## src/rtl/snn_input_sequencer.sv

```systemverilog
// -----------------------------------------------------------------------------
// snn_input_sequencer
//
// Upstream feeder for the SNN core. Gathers one task (KER_N kernel bytes,
// WGT_N weight bytes, IMG_N image bytes) from a byte-wide valid/ready host
// stream into a local buffer. It then replays the task as one contiguous
// IMG_N-cycle in_valid burst, waits for the core's single-cycle result and
// reports it, or a timeout, back to the host. Only one task is in flight.
//
// Ports
//   clk, rst_n     clock, asynchronous active-low reset
//   s_valid        host byte valid
//   s_data[7:0]    host byte; per task: ker[0..], wgt[0..], img[0..]
//   s_ready        byte accepted on s_valid & s_ready (registered)
//   snn_in_valid   burst strobe to core (registered)
//   snn_img/ker/weight[7:0]  burst data to core, zero outside the burst
//   snn_out_valid  core result strobe (honoured only while waiting)
//   snn_out_data[9:0]  core result
//   res_valid      one-cycle result pulse to host
//   res_data[9:0]  captured result, held until the next res_valid
//   res_err        qualifies res_valid: 1 = timeout (res_data = 0)
// -----------------------------------------------------------------------------
module snn_input_sequencer #(
    parameter int KER_N   = 9,
    parameter int WGT_N   = 4,
    parameter int IMG_N   = 72,
    parameter int TIMEOUT = 64
) (
    input  logic       clk,
    input  logic       rst_n,
    input  logic       s_valid,
    input  logic [7:0] s_data,
    output logic       s_ready,
    output logic       snn_in_valid,
    output logic [7:0] snn_img,
    output logic [7:0] snn_ker,
    output logic [7:0] snn_weight,
    input  logic       snn_out_valid,
    input  logic [9:0] snn_out_data,
    output logic       res_valid,
    output logic [9:0] res_data,
    output logic       res_err
);

    localparam int TOTAL = KER_N + WGT_N + IMG_N;
    localparam int IDX_W = $clog2(TOTAL);
    localparam int K_W   = $clog2(IMG_N);

    localparam logic [IDX_W-1:0] LAST_IDX  = IDX_W'(TOTAL - 1);
    localparam logic [IDX_W-1:0] IMG_BASE  = IDX_W'(KER_N + WGT_N);
    localparam logic [IDX_W-1:0] WGT_BASE  = IDX_W'(KER_N);
    localparam logic [K_W-1:0]   LAST_K    = K_W'(IMG_N - 1);
    localparam logic [K_W-1:0]   KER_LIM   = K_W'(KER_N);
    localparam logic [K_W-1:0]   WGT_LIM   = K_W'(WGT_N);
    localparam logic [7:0]       TIMER_END = 8'(TIMEOUT - 1);

    localparam logic [1:0] S_IDLE   = 2'd0;
    localparam logic [1:0] S_LOAD   = 2'd1;
    localparam logic [1:0] S_STREAM = 2'd2;
    localparam logic [1:0] S_WAIT   = 2'd3;

    logic [1:0]       state_q, state_d;
    logic [IDX_W-1:0] idx_q, idx_d;
    logic [K_W-1:0]   k_q, k_d;
    logic [7:0]       timer_q, timer_d;
    logic             s_ready_q, s_ready_d;
    logic             in_valid_q, in_valid_d;
    logic [7:0]       img_q, img_d;
    logic [7:0]       ker_q, ker_d;
    logic [7:0]       wgt_q, wgt_d;
    logic             res_valid_q, res_valid_d;
    logic [9:0]       res_data_q, res_data_d;
    logic             res_err_q, res_err_d;

    logic [7:0]       buf_mem [TOTAL];

    // Burst-slot selection: when drive_en is set, the outputs present stream
    // cycle drive_k on the next edge.
    logic             drive_en;
    logic [K_W-1:0]   drive_k;
    logic             accept;

    // s_ready_q is only ever high in LOAD, so it alone qualifies the handshake.
    assign accept = s_valid & s_ready_q;

    // NOTE: the task buffer is plain storage with no reset; every byte is
    // rewritten before the burst reads it, so resetting it would only cost logic.
    always_ff @(posedge clk) begin
        if (accept) begin
            buf_mem[idx_q] <= s_data;
        end
    end

    // NOTE: every signal driven here gets a default first so no latch is inferred.
    always_comb begin
        state_d     = state_q;
        idx_d       = idx_q;
        k_d         = k_q;
        timer_d     = timer_q;
        s_ready_d   = 1'b0;
        in_valid_d  = 1'b0;
        img_d       = 8'd0;
        ker_d       = 8'd0;
        wgt_d       = 8'd0;
        res_valid_d = 1'b0;
        res_err_d   = 1'b0;
        res_data_d  = res_data_q;
        drive_en    = 1'b0;
        drive_k     = '0;

        case (state_q)
            S_IDLE: begin
                state_d = S_LOAD;
                idx_d   = '0;
            end
            S_LOAD: begin
                s_ready_d = 1'b1;
                if (accept) begin
                    if (idx_q == LAST_IDX) begin
                        // Zero bubble: slot 0 goes out on the edge that takes
                        // the last byte; it only needs bytes already stored.
                        s_ready_d = 1'b0;
                        state_d   = S_STREAM;
                        k_d       = '0;
                        drive_en  = 1'b1;
                    end else begin
                        idx_d = idx_q + 1'b1;
                    end
                end
            end
            S_STREAM: begin
                if (k_q == LAST_K) begin
                    state_d = S_WAIT;
                    timer_d = 8'd0;
                end else begin
                    k_d      = k_q + 1'b1;
                    drive_en = 1'b1;
                    drive_k  = k_q + 1'b1;
                end
            end
            default: begin // S_WAIT
                // The strobe is tested first so it wins over a same-cycle timeout.
                if (snn_out_valid) begin
                    res_valid_d = 1'b1;
                    res_data_d  = snn_out_data;
                    state_d     = S_LOAD;
                    idx_d       = '0;
                end else if (timer_q == TIMER_END) begin
                    res_valid_d = 1'b1;
                    res_err_d   = 1'b1;
                    res_data_d  = 10'd0;
                    state_d     = S_LOAD;
                    idx_d       = '0;
                end else begin
                    timer_d = timer_q + 1'b1;
                end
            end
        endcase

        if (drive_en) begin
            in_valid_d = 1'b1;
            img_d      = buf_mem[IMG_BASE + IDX_W'(drive_k)];
            if (drive_k < KER_LIM) ker_d = buf_mem[IDX_W'(drive_k)];
            if (drive_k < WGT_LIM) wgt_d = buf_mem[WGT_BASE + IDX_W'(drive_k)];
        end
    end

    // NOTE: state flops use non-blocking assignments so every flop samples
    // the pre-edge values of the others.
    always_ff @(posedge clk or negedge rst_n) begin
        if (!rst_n) begin
            state_q     <= S_IDLE;
            idx_q       <= '0;
            k_q         <= '0;
            timer_q     <= 8'd0;
            s_ready_q   <= 1'b0;
            in_valid_q  <= 1'b0;
            img_q       <= 8'd0;
            ker_q       <= 8'd0;
            wgt_q       <= 8'd0;
            res_valid_q <= 1'b0;
            res_data_q  <= 10'd0;
            res_err_q   <= 1'b0;
        end else begin
            state_q     <= state_d;
            idx_q       <= idx_d;
            k_q         <= k_d;
            timer_q     <= timer_d;
            s_ready_q   <= s_ready_d;
            in_valid_q  <= in_valid_d;
            img_q       <= img_d;
            ker_q       <= ker_d;
            wgt_q       <= wgt_d;
            res_valid_q <= res_valid_d;
            res_data_q  <= res_data_d;
            res_err_q   <= res_err_d;
        end
    end

    assign s_ready      = s_ready_q;
    assign snn_in_valid = in_valid_q;
    assign snn_img      = img_q;
    assign snn_ker      = ker_q;
    assign snn_weight   = wgt_q;
    assign res_valid    = res_valid_q;
    assign res_data     = res_data_q;
    assign res_err      = res_err_q;

endmodule

```

## config.mk

```make
export PLATFORM = sky130hd
export DESIGN_NAME = snn_input_sequencer
export DESIGN_NICKNAME = d
export VERILOG_FILES = /design/src/rtl/snn_input_sequencer.sv
export SDC_FILE = /design/constraint.sdc
export NUM_CORES = 1
export LEC_CHECK = 0
export CAP_MARGIN = 20
export CORE_MARGIN = 4
export CORE_UTILIZATION = 25
export CTS_CLUSTER_DIAMETER = 120
export DETAILED_ROUTE_END_ITERATION = 12
export PLACE_DENSITY = 0.45
export SETUP_SLACK_MARGIN = 0.3
export SLEW_MARGIN = 20
export SYNTH_ARGS = -nofsm -noshare
export SYNTH_HDL_FRONTEND = slang
export SYNTH_SLANG_ARGS = --single-unit
```

## constraint.sdc

```tcl
create_clock -name clk -period 8 [get_ports clk]
set_input_delay 1.6 -clock clk [delete_from_list [all_inputs] [get_ports clk]]
set_output_delay 1.6 -clock clk [all_outputs]
set_load 0.02 [all_outputs]
```

==> results.py, run 1 <==
metrics = {
    "clock_tree": {
        "cts_sinks": 742,
        "cts_buffer_depth": 3,
        "cts_buffers": 82,
        "postCtsSetupBuffers": 0,
        "root_buffer": "clkbuf_16",
        "h-tree-depth": 3,
        "cts_tree": "built",
        "clock_latency_ps": 660,
        "clk_pin_slew_ps": 60,
        "ctsResizeCount": 0,
        "cts_hold_buffers": 0,
    },
    "floorplan": {
        "rows": 130,
        "core_region_area_um2": 126000,
        "start_util": 0.253,
        "dieArea_um2": 134000,
        "chipHeight_um": 365,
        "ioPinCount": 60,
        "die_w_um": 365,
    },
    "yosys": {
        "synth-simple-area-share": 0.113,
        "synth_top_area_share": 0.639,
        "syn-cell-area_um2": 31900,
        "synth_seq_area_share": 0.688,
        "async_flop_share": 0.0836,
        "synth-xor-area-share": 0.00439,
        "ys_warn_count": 0,
        "synth_compound_area_frac": 0.0783,
        "yosys.area.top_type": "edfxtp_1",
        "synth.area.top_cells": "edfxtp_1 64%, mux4_2 6.3%, dfrtp_1 4.9%",
        "ys_types": 74,
        "muxShareOfSynthArea": 0.0867,
        "synthesis.nets": 2292,
        "synth_ff_type": "edfxtp_1",
        "synth_commonest_cells": "680 x edfxtp_1, 359 x nand2_1, 156 x nor2_1, 126 x nand3_1, 89 x mux4_2",
        "synth_most_common_cell": "edfxtp_1",
        "synth_top_family_by_area": "simple AND/OR/NAND/NOR gates",
        "ys_seq_elements": 742,
        "synth-edff-count": 680,
        "syn_avg_cell_area_um2": 14.1,
        "synth_fa_ha_area_frac": 0.00392,
        "synthCells": 2260,
    },
    "finish": {
        "final_cells": 4007,
        "antenna_cells": 0,
        "drive_above_1_share": 0.117,
        "syn_to_final_growth_pct": 15.2,
        "nets": 2323,
        "design_area_um2": 36800,
    },
    "setup_path": {
        "max_stage_delay_ps": 880,
        "required_ps": 8520,
        "start_kind": "flip-flop",
        "worstPathArrival_ps": 6200,
        "slowest_stage": "ha_4",
        "cp_max_fo": 112,
        "rr_startpoint": "k_q[0]",
        "cp-end-kind": "flip-flop",
        "path_buf_inv": 3,
        "startpoint": "k_q[0]",
        "path_class": "reg2reg",
        "critical_path.cell_chain": "ha_1 -> and2_1 -> a21o_1 -> buf_4 -> inv_1 -> ha_4 -> buf_12 -> o211ai_1 -> o221ai_1 -> nor2_1 -> o32a_1 -> nand3_1 -> a31oi_1",
        "crit_family": "compound AO/OA/AOI/OAI gates",
    },
    "sta": {
        "finClkSkew_ps": 38.0,
        "hold_viol": 0,
        "drv_slew": 0,
        "tightest_slew_ps": 1190,
        "grt_setup_unrepaired": "false",
        "relSlewSlack": 0.206,
        "finalSetupViolations": 0,
        "finalCriticalPeriod_ps": 5670,
        "tns_ps": 0,
        "fmax_mhz": 176,
        "min_period_over_period": 0.709,
    },
    "drt": {
        "dr.pass1.iters": 5,
        "drc_errors": 0,
        "ant_nets": 0,
        "drt_iter0_markers": 2148,
        "postRouteWirelength_um": 100000,
        "num_vias": 20200,
        "vias_per_cell": 5.05,
        "routedWlPerCell_um": 25.1,
    },
    "global_routing": {
        "grt_pass1_wl_um": 146000,
        "antenna_found_initial": 2,
        "grt_pass1_vias": 19900,
        "grt_start_max_net_pins": 123,
        "overflow": 0,
        "grt_usage": 0.148,
    },
    "placed_design": {
        "place_area_um2": 34200,
        "hpwl_um": 62500,
        "globalplace.congestion": 0.801,
        "portBuffers": 59,
        "dp.cells": 3856,
    },
    "run_status": {
        "status": "complete, no violations",
    },
    "pwr": {
        "p_leak_uw": 0.0119,
        "p_per_area_nw_per_um2": 341,
        "ir_drop_mv": 0.298,
    },
    "worst_hold_path": {
        "holdCritStartpoint": "res_data[3]",
        "hold_path_class": "reg2reg",
    },
    "flow_run": {
        "drv_cap": 0,
    },
}
where the power goes:
group	internal [uW]	switching (uW)
clock	2070	1580
sequential	4360	142
combinational	1540	2870
layout by cell type (no fill, tap or decap), types with 13 or more instances in the layout:
master and count:
o21ai_0 51, buf_4 35, o211ai_1 23, nor3_1 73, o22ai_1 14, edfxtp_1 680
clkbuf_1 23, a311oi_1 14, dfrtp_1 62, a22o_1 13, a221oi_1 32, nand4_1 17
nand2_1 359, nand3_1 126, clkbuf_16 84, or3_1 22, a31oi_1 60, nor2_1 149
clkdlybuf4s50_1 50, inv_1 16, mux2i_1 65, a21oi_1 29, clkinv_1 20, and3_1 23
mux4_2 89
sequential cells by signal, summed over array words and instances (netlist names), 2 cells and up:
name and flops:
buf_mem 680, idx_q 7, k_q 7, res_data 10, snn_img 8, snn_ker 8
snn_weight 8, state_q 2, timer_q 8
cells by family after synthesis:
kind of cell,after synthesis
adder cells (fa/ha/maj),10
AO/OA/AOI/OAI,345
XOR/XNOR,16
multiplexers,163
flip-flops,742
buffers and inverters,166
AND/OR/NAND/NOR,818
worst paths after layout:
path                            depth (start not counted)     endpoint  slack [ps]
worst min register to register                          1  res_data[3]         500
max in group asynchronous                               2     idx_q[6]        6180
min in group asynchronous                               1  res_data[2]         790
worst min-delay path                                    1  res_data[3]         500
worst max-delay path                                   13   snn_img[2]        2330
worst max register to register                         13   snn_img[2]        2330
metal layers:
layer  up-vias  global-route usage  wire length [um]
li1       8856                   -                 -
met1     10400               0.211             46000
met2       773               0.230             45200
met3       155              0.0261              6330
met4         0              0.0443              2920
met5         -                   0                 0
per-stage QoR:
| step | hold slack (ps) | utilization | total power [uW] | setup WS [ps] |
|---|---|---|---|---|
| after detailed placement | 493 | 0.271 | 9010 | 2250 |
| after floorplan | 490 | - | 7410 | 3150 |
| after global placement | 490 | 0.271 | 8980 | 2320 |
| after CTS | 508 | 0.291 | 12700 | 2270 |
| after global routing | 538 | 0.292 | 13200 | 1970 |
| final | 503 | 0.292 | 12600 | 2330 |
area by class of cell:
| cell class | count | area [um2] |
|---|---|---|
| repair buffers | 95 | 880 |
| clock inverters | 40 | 339 |
| well taps | 1650 | 2060 |
| multi-input cells | 1352 | 9240 |
| inverters | 18 | 72.6 |
| fillers | 12600 | 89400 |
| clock buffers | 110 | 2230 |
| flip-flops and latches | 742 | 22000 |
No activity file was read; power rests on OpenSTA's default activity.
==> inputs of run 2 (changes only) <==
Settings changed: PLACE_DENSITY 0.45 to 0.46.
Clock period 8 ns to 4.6 ns, I/O delays scaled along.
==> run 2 against run 1 <==
Effect of this change: design area rose by 2.8%; critical path type unchanged; via count rose by 2.8%; global-route usage rose by 0.37 points; largest cell class unchanged; sequential cell count did not move; utilization rose by 0.81 points; clock skew rose by 7.1 ps; register-to-register slack got worse by 1900 ps; count of clock-buffer cells in the layout fell by 4; combinational power rose by 85%.
==> results.py, run 2 (synthesized netlist as in run 1, its figures left out) <==
metrics = {
    "sta": {
        "finalCriticalPeriod_ps": 4190,
        "hold_viol": 0,
        "tns_ps": 0,
        "drv_slew": 0,
        "whs_ps": 424,
        "grt_setup_unrepaired": "false",
        "finClkSkew_ps": 45.2,
        "tightest_slew_ps": 1100,
        "finalSetupViolations": 0,
        "relSlewSlack": 0.266,
        "layout_setup_ws_ps": 413,
        "min_period_over_period": 0.910,
        "fmax_mhz": 239,
    },
    "finish": {
        "nets": 2426,
        "largest_reg_flops": 680,
        "final_cells": 4116,
        "fillers": 12600,
        "mostFrequentLayoutCell": "edfxtp_1",
        "drive_above_1_share": 0.157,
        "syn_to_final_growth_pct": 18.4,
        "layout_common_cells": "680 x edfxtp_1, 359 x nand2_1, 155 x nor2_1",
        "final_util": 0.300,
        "largest-register": "buf_mem",
    },
    "setup_path": {
        "path_buf_inv": 2,
        "max_stage_delay_ps": 640,
        "r2r_slack_ps": 410,
        "cp-end-kind": "flip-flop",
        "rr_startpoint": "k_q[3]",
        "reg2reg_to": "snn_img[5]",
        "worstPathArrival_ps": 4700,
        "rr_worst_depth": 9,
        "crit_family": "compound AO/OA/AOI/OAI gates",
        "start_kind": "flip-flop",
        "required_ps": 5110,
        "slowest_stage": "or4b_4",
        "crit_top_cell": "a31oi_1",
        "critical_path.cell_chain": "or4b_4 -> o21ai_4 -> buf_16 -> buf_4 -> mux4_2 -> nand2_1 -> a31oi_1 -> o21ai_0 -> a31oi_1",
        "path_class": "reg2reg",
        "cp_max_fo": 104,
    },
    "global_routing": {
        "grt_pass1_vias": 20500,
        "grt_start_max_net_pins": 108,
        "overflow": 0,
        "grt_usage": 0.151,
        "grt_pass1_wl_um": 149000,
        "antenna_found_initial": 7,
    },
    "drt": {
        "vias_per_cell": 5.05,
        "postRouteWirelength_um": 103000,
        "num_vias": 20800,
        "drc_errors": 0,
        "ant_nets": 0,
        "drt_iter0_markers": 2163,
        "dr.pass1.iters": 5,
        "routedWlPerCell_um": 24.9,
    },
    "floorplan": {
        "dieArea_um2": 134000,
        "chipHeight_um": 365,
        "ioPinCount": 60,
        "core_region_area_um2": 126000,
        "start_util": 0.253,
        "rows": 130,
        "die_w_um": 365,
    },
    "pwr": {
        "ir_drop_mv": 0.565,
        "p_leak_uw": 0.0125,
        "p_per_area_nw_per_um2": 601,
    },
    "flow_run": {
        "drv_cap": 0,
    },
    "placed_design": {
        "dp_slack_ps": 430,
        "globalplace.congestion": 0.899,
        "dp.cells": 3957,
        "portBuffers": 59,
        "hpwl_um": 66700,
    },
    "clock_tree": {
        "clk_pin_slew_ps": 70,
        "cts_tree": "built",
        "h-tree-depth": 3,
        "root_buffer": "clkbuf_16",
        "cts_buffer_depth": 3,
        "cts_buffers": 85,
        "cts_sinks": 742,
        "clock_latency_ps": 670,
    },
    "run_status": {
        "status": "complete, no violations",
    },
    "worst_hold_path": {
        "hold_path_class": "in2async",
    },
}
## run 2: layout make-up
type,instances,area [um2],area share
Antenna cell,1,2.50,0.0000662
Clock buffer,106,2250,0.0594
Clock inverter,52,534,0.0141
Inverter,18,72.6,0.00192
Multi-Input combinational cell,1352,9210,0.243
Sequential cell,742,22000,0.581
Tap cell,1650,2060,0.0546
Timing Repair Buffer,195,1720,0.0455
## run 2: worst max path at each step
| stage | start | to | slack, ps | cells past startpoint |
|---|---|---|---|---|
| after floorplan | k_q[3] | snn_weight[4] | 270 | 22 |
| after global placement | k_q[3] | snn_img[2] | 460 | 9 |
| after detailed placement | k_q[3] | snn_img[2] | 430 | 9 |
| after CTS | k_q[3] | snn_img[4] | 460 | 9 |
| after global routing | k_q[3] | snn_img[5] | 310 | 9 |
| final | k_q[3] | snn_img[5] | 410 | 9 |
## run 2: per-stage QoR
| step | power, uW | cell area, um2 |
|---|---|---|
| global placement | 16100 | 35000 |
| finish | 22700 | 37800 |
| detailed placement | 16100 | 35000 |
| CTS | 22900 | 37800 |
| floorplan | 12900 | 32000 |
| global route | 23700 | 37800 |
## run 2: power breakdown
| group | total (uW) | switching [uW] | internal [uW] |
|---|---|---|---|
| sequential | 7840 | 255 | 7580 |
| clock | 6760 | 2820 | 3940 |
| combinational | 8140 | 5240 | 2910 |
## run 2: per-layer routing
metal  track usage  wire [um]
met2         0.239      46900
met4        0.0417       2730
met1         0.210      45300
met5             0         13
met3        0.0344       7540
## run 2: timing repair
| item | 4_1_cts | 5_1_grt |
|---|---|---|
| endpoints found under the hold margin | 0 | 0 |
| setup endpoints to repair | 0 | 6 |
| resized for setup | 0 | 3 |
| hold buffers | 0 | 0 |
| buffers inserted | 0 | 0 |
